$ cat src/rtl/rain_frame_sequencer.sv
// Frame-rate controller for the glyph-rain datapath: run/pause, single-step, speed divider
// and frame-boundary palette switching, all clocked by the pixel clock.
module rain_frame_sequencer #(
    parameter int CNT_W            = 10,
    parameter bit VSYNC_ACTIVE_LOW = 1'b1,
    parameter int STEP_INC         = 1
) (
    input  logic             clk,
    input  logic             rst_n,
    input  logic             vsync,
    input  logic             run_en,
    input  logic             step_btn,
    input  logic [1:0]       speed,
    input  logic [1:0]       pal_sel,
    input  logic             auto_pal,
    output logic [CNT_W-1:0] anim_counter,
    output logic [1:0]       palette_id,
    output logic             frame_tick,
    output logic             paused
);

    typedef enum logic [1:0] {RUN, PAUSED, STEP_ARMED} state_t;

    localparam logic [CNT_W:0] INC = (CNT_W+1)'(STEP_INC);

    state_t          state;
    logic [2:0]      div_cnt;
    logic            vsync_q;
    logic [1:0]      run_sync, step_sync, auto_sync;
    logic [1:0][1:0] pal_sync;
    logic            step_q;

    logic            vs_act, frame_edge, step_rise, div_hit, adv;
    logic [3:0]      lim;
    logic [CNT_W:0]  sum;

    assign vs_act     = VSYNC_ACTIVE_LOW ? ~vsync : vsync;
    assign frame_edge = vs_act & ~vsync_q;
    assign step_rise  = step_sync[1] & ~step_q;
    assign lim        = (4'd1 << speed) - 4'd1;
    assign div_hit    = ({1'b0, div_cnt} >= lim);
    assign adv        = (state == RUN && div_hit) || (state == STEP_ARMED);
    assign sum        = {1'b0, anim_counter} + INC;
    assign paused     = (state != RUN);

    always_ff @(posedge clk) begin
        if (!rst_n) begin
            // vsync_q follows the pin during reset so a vsync already asserted at release
            // is not mistaken for a fresh frame edge.
            vsync_q      <= vs_act;
            run_sync     <= '0;
            step_sync    <= '0;
            auto_sync    <= '0;
            pal_sync     <= '0;
            step_q       <= 1'b0;
            state        <= RUN;
            div_cnt      <= '0;
            anim_counter <= '0;
            palette_id   <= '0;
            frame_tick   <= 1'b0;
        end else begin
            vsync_q    <= vs_act;
            run_sync   <= {run_sync[0], run_en};
            step_sync  <= {step_sync[0], step_btn};
            auto_sync  <= {auto_sync[0], auto_pal};
            pal_sync   <= {pal_sync[0], pal_sel};
            step_q     <= step_sync[1];
            frame_tick <= frame_edge;

            if (frame_edge) begin
                if (adv)
                    anim_counter <= sum[CNT_W-1:0];

                if (auto_sync[1]) begin
                    if (adv && sum[CNT_W])
                        palette_id <= palette_id + 2'd1;
                end else begin
                    palette_id <= pal_sync[1];
                end

                case (state)
                    RUN: begin
                        div_cnt <= div_hit ? 3'd0 : div_cnt + 3'd1;
                        if (!run_sync[1])
                            state <= PAUSED;
                    end
                    PAUSED: begin
                        div_cnt <= '0;
                        // resuming at a tick swallows a coincident step
                        if (run_sync[1])
                            state <= RUN;
                        else if (step_rise)
                            state <= STEP_ARMED;
                    end
                    STEP_ARMED: begin
                        div_cnt <= '0;
                        state   <= run_sync[1] ? RUN : PAUSED;
                    end
                    default: begin
                        div_cnt <= '0;
                        state   <= RUN;
                    end
                endcase
            end else if (state == PAUSED && step_rise) begin
                state <= STEP_ARMED;
            end
        end
    end

endmodule

$ cat config.mk
export PLATFORM = sky130hd
export DESIGN_NAME = rain_frame_sequencer
export DESIGN_NICKNAME = d
export VERILOG_FILES = /design/src/rtl/rain_frame_sequencer.sv
export SDC_FILE = /design/constraint.sdc
export NUM_CORES = 1
export LEC_CHECK = 0
export BUFFER_PORTS_ARGS = -buffer_cell sky130_fd_sc_hd__buf_2
export CORE_MARGIN = 10
export CORE_UTILIZATION = 57
export CTS_CLUSTER_SIZE = 16
export DETAILED_ROUTE_END_ITERATION = 10
export PLACE_DENSITY = 0.87
export REMOVE_ABC_BUFFERS = 1
export SYNTH_ARGS = -nofsm -noshare
export SYNTH_HDL_FRONTEND = slang
export SYNTH_SLANG_ARGS = --single-unit
$ cat constraint.sdc
create_clock -name clk -period 4.7 [get_ports clk]
set_input_delay 1.41 -clock clk [delete_from_list [all_inputs] [get_ports clk]]
set_output_delay 1.41 -clock clk [all_outputs]
set_load 0.01 [all_outputs]
==> reports/results.txt <==
For this design, the sink count on the clock tree is 30. The worst pin sits at a relative slew slack of 66.1%. Cell accounting for the most synthesized area: sky130_fd_sc_hd__dfxtp_1. The part of the cycle the worst path needs works out to 61.2%. The async set-reset flop share out of synthesis is 0%, and the internal power of the cells is 0.352 mW. For this block, the routed nets add up to 2530 um of wire. The worst hold path terminates at auto_sync[1]. After synthesis the netlist holds a flip-flop and latch count of 30.

OpenSTA, run right after detailed placement, puts the worst setup slack at 1.49 ns. The tools report the detailed router's first-iteration violation count as 60. Among all cell types in the netlist, the one instantiated most often is sky130_fd_sc_hd__dfxtp_1.

Once the floorplan was initialized, standard cells occupied 59.4% of the core. The run gives 2 as the number of levels in the clock H-tree. The worst setup path is captured at a register.

The floorplan die area is 4590 um2, and the I/O pin total is 24. Vertical extent of the die: 67.8 um. For the final HPWL from detailed placement, the log shows 1870 um.

The tools report the CTS buffer count as 5. The path class of the tightest hold or removal check is reg -> reg. Across every metal layer, demand over resource in global routing totals 12.1%.

STA classifies the critical path startpoint as an input port. At the end of the flow, the number of nets in the layout was 183. Data on the critical path arrives at its endpoint at 3.14 ns. Data required time at the worst endpoint: 4.96 ns. Between clock sinks in the finished design, the worst skew comes to 0.00800 ns. Of the cells placed in the final design, the portion with a size suffix greater than 1 is 21.3%. The run finished with clean final reports.

During synthesis, Yosys emitted a total of 0 warnings. The count of flip-flops with a built-in enable after synthesis is 0. The run gives 0.347 GHz as the highest clock rate. The largest single stage delay on the critical path is 0.50 ns.

No sink is reached through more buffers than the 2 on the longest clock path. The area inside the core boundary is 2190 um2. Of all nets on the critical path, the largest fanout is 21. The via count of the first global-routing pass is 1,001.

Subtracting the final worst setup slack from the clock period gives 2.88 ns. For the pin with the worst max-slew slack, the measured transition is 0.507 ns. The floorplan has 17 rows.

The repair_antennas step left the layout with diodes totalling 0. The worst register-to-register path ends at anim_counter[8]. The multi-input combinational cells in the finished layout cover a total of 642 um2. The cell count after synthesis came out at 143. The storage element area is 601 um2. By count the netlist is led by sky130_fd_sc_hd__dfxtp_1, sky130_fd_sc_hd__a21oi_1, sky130_fd_sc_hd__and2_1. Summed over all nets, the switching power comes to 0.113 mW. IR analysis of the VDD net gives a maximum drop of 292 uV.

Initial antenna violation count: 0. The number of cells on the worst hold path works out to 1. Summing every instance area after synthesis gives 1300 um2. Each instance of the synthesized netlist takes up on average 9.10 um2. Number of setup violations in the final report: 0.

The die is 67.8 um wide. Yosys attributes the largest share of cell area to sky130_fd_sc_hd__dfxtp_1, sky130_fd_sc_hd__and2_1, sky130_fd_sc_hd__a21oi_1, sky130_fd_sc_hd__ha_1, sky130_fd_sc_hd__o31ai_1. The number of I/O port buffers works out to 23. The via density per instance works out to 5.61. The total count of max-transition violations in the final report came out at 0. Net switching is 24.4% of the power. The number of nets with antenna violations after detailed routing is 0. The first detailed-routing pass took 4 iterations.

The number of library cell types mapped by synthesis is 33. The worst hold path begins at auto_sync[0]. The master cell of the clock root buffer is sky130_fd_sc_hd__clkbuf_4. The critical path contains buffers and inverters numbering 2 combined.

Part of the power in combinational logic: 8.7%. Summed over all cells, the static leakage comes to 0.610 nW. The cell area power density works out to 313 nW/um2.

Setup slack on the worst reg-to-reg path comes out at 2.79 ns. Setup repair after global routing left no endpoint under its margin. The count of final hold-check violations was 0. The fraction of the yosys area taken by sequential cells was 46.2%.

The pin count of the biggest net entering global routing was 22. The cell at the slowest stage of the critical path is sky130_fd_sc_hd__or4_1. The post-cts repair resize count was 0; the number of cell instances on the worst register-to-register path was 5. The start-to-end type of the worst setup path was in -> reg.

Across the run, the number of max-cap violations was 0. After clock tree synthesis, the clock-pin slew on the worst setup and hold paths is 0.09 ns. The first global-routing pass estimated 4260 um of wire. Walking the worst path, the cells encountered are buf_2, or2_2, ha_1, nand2b_1, a31oi_1, buf_4, or4_1, a21oi_1. For the worst-skew pair, the clock arrives at the later sink with an insertion delay of 0.33 ns. The final worst setup slack is 1.82 ns. For this run, the leading register cell type out of synthesis is sky130_fd_sc_hd__dfxtp_1. The logs give 0 for the total setup buffers inserted after CTS and 33.8% for the share of power burned in the clock network. Startpoint of the most critical register-to-register path: anim_counter[0]. After detailed routing, the average wire length per cell comes to 12.9 um.

The largest delay contributor family on the critical path was simple AND/OR/NAND/NOR gates. The total congestion overflow is 0. TritonCTS built the clock tree. Counting the fill cells in the layout gives 185. Setup total negative slack on the finished layout was measured at 0 ns.

Routability-driven placement finished with a final weighted congestion of 0.747. In this run, flip-flops and latches consume 57.5% of the power. Compared with the post-synthesis result, the final layout area differs by 14.2%. The top cell type by area accounts for 46.2% of the synthesized area. After detailed routing, the number of remaining DRC violations is 0. Buffers inserted to repair hold after CTS numbered 0. The run gives 1,105 as the routed via count.
==> sequential cells by signal, summed over array words and instances, names as in the netlist <==
name	flops
state	2
step_q	1
palette_id	2
run_sync	2
pal_sync	4
step_sync	2
frame_tick	1
auto_sync	2
anim_counter	10
div_cnt	3
vsync_q	1
==> power groups by stage <==
stage | logic, mW | clock network [mW] | registers, mW
2_1_floorplan | 0.0250 | 0 | 0.272
3_3_place_gp | 0.0386 | 0 | 0.272
3_5_place_dp | 0.0407 | 0 | 0.273
4_1_cts | 0.0409 | 0.162 | 0.267
5_1_grt | 0.0465 | 0.176 | 0.268
6_report | 0.0406 | 0.157 | 0.267
==> cell usage in the layout (no fill, tap or decap), types with 2 or more instances in the layout <==
| cell | synthesis | layout |
|---|---|---|
| sky130_fd_sc_hd__or4_1 | 6 | 6 |
| sky130_fd_sc_hd__o211ai_1 | 2 | 2 |
| sky130_fd_sc_hd__inv_1 | 6 | 6 |
| sky130_fd_sc_hd__dfxtp_1 | 30 | 30 |
| sky130_fd_sc_hd__or3_1 | 3 | 3 |
| sky130_fd_sc_hd__mux2i_1 | 4 | 4 |
| sky130_fd_sc_hd__xnor2_1 | 2 | 2 |
| sky130_fd_sc_hd__o21ai_0 | 6 | 6 |
| sky130_fd_sc_hd__nand2b_1 | 3 | 3 |
| sky130_fd_sc_hd__o31ai_1 | 6 | 6 |
| sky130_fd_sc_hd__and2_1 | 12 | 12 |
| sky130_fd_sc_hd__ha_1 | 5 | 5 |
| sky130_fd_sc_hd__or2_2 | 2 | 2 |
| sky130_fd_sc_hd__a21oi_1 | 13 | 13 |
| sky130_fd_sc_hd__nor2_1 | 9 | 9 |
| sky130_fd_sc_hd__clkbuf_4 | 0 | 5 |
| sky130_fd_sc_hd__a31oi_1 | 2 | 2 |
| sky130_fd_sc_hd__buf_2 | 2 | 23 |
| sky130_fd_sc_hd__nor4b_1 | 2 | 2 |
| sky130_fd_sc_hd__nand3_1 | 2 | 2 |
| sky130_fd_sc_hd__nand2_1 | 11 | 11 |
==> routing by layer <==
layer,GRT usage (%),share of wire [%]
met1,12.7,43
met4,5.28,1.8
met2,20.3,48
met3,5.62,7.0
met5,0,0
==> how the worst max path moves through the flow <==
stage / startpoint / end / slack [ns] / cells after the start
after global placement: speed[0] / anim_counter[5] / 1.56 / 8
final: speed[0] / anim_counter[4] / 1.82 / 8
after CTS: speed[0] / anim_counter[4] / 1.83 / 8
after detailed placement: speed[0] / anim_counter[4] / 1.49 / 8
after global routing: speed[0] / anim_counter[7] / 1.65 / 8
after floorplan: speed[0] / anim_counter[7] / 1.42 / 6
==> kinds of logic (layout without fill, tap and decap cells) <==
group	Yosys count	in the layout	synth area share, %
multiplexers	4	4	3.08
adder cells (fa/ha/maj)	5	5	4.81
AND/OR/NAND/NOR	56	56	24.5
flip-flops	30	30	46.2
AO/OA/AOI/OAI	32	32	14.9
buffers and inverters	13	39	4.52
XOR/XNOR	3	3	2.02
==> through the flow <==
step	util [%]	hold WS, ns	area, um2	power (mW)	std cells
floorplan	-	0.412	1270	0.297	137
global placement	65.1	0.414	1430	0.311	189
detailed placement	65.1	0.417	1430	0.314	189
CTS	67.8	0.438	1490	0.470	197
global route	67.8	0.464	1490	0.490	197
finish	67.8	0.436	1490	0.465	197
==> layout make-up <==
type / instances / share of cell area (%)
clock buffers: 7 / 3.70
clock inverters: 1 / 0.337
multi-input cells: 100 / 43.2
inverters: 7 / 1.77
repair buffers: 24 / 8.25
well taps: 28 / 2.36
flip-flops and latches: 30 / 40.4
No activity file was read; power rests on OpenSTA's default activity.
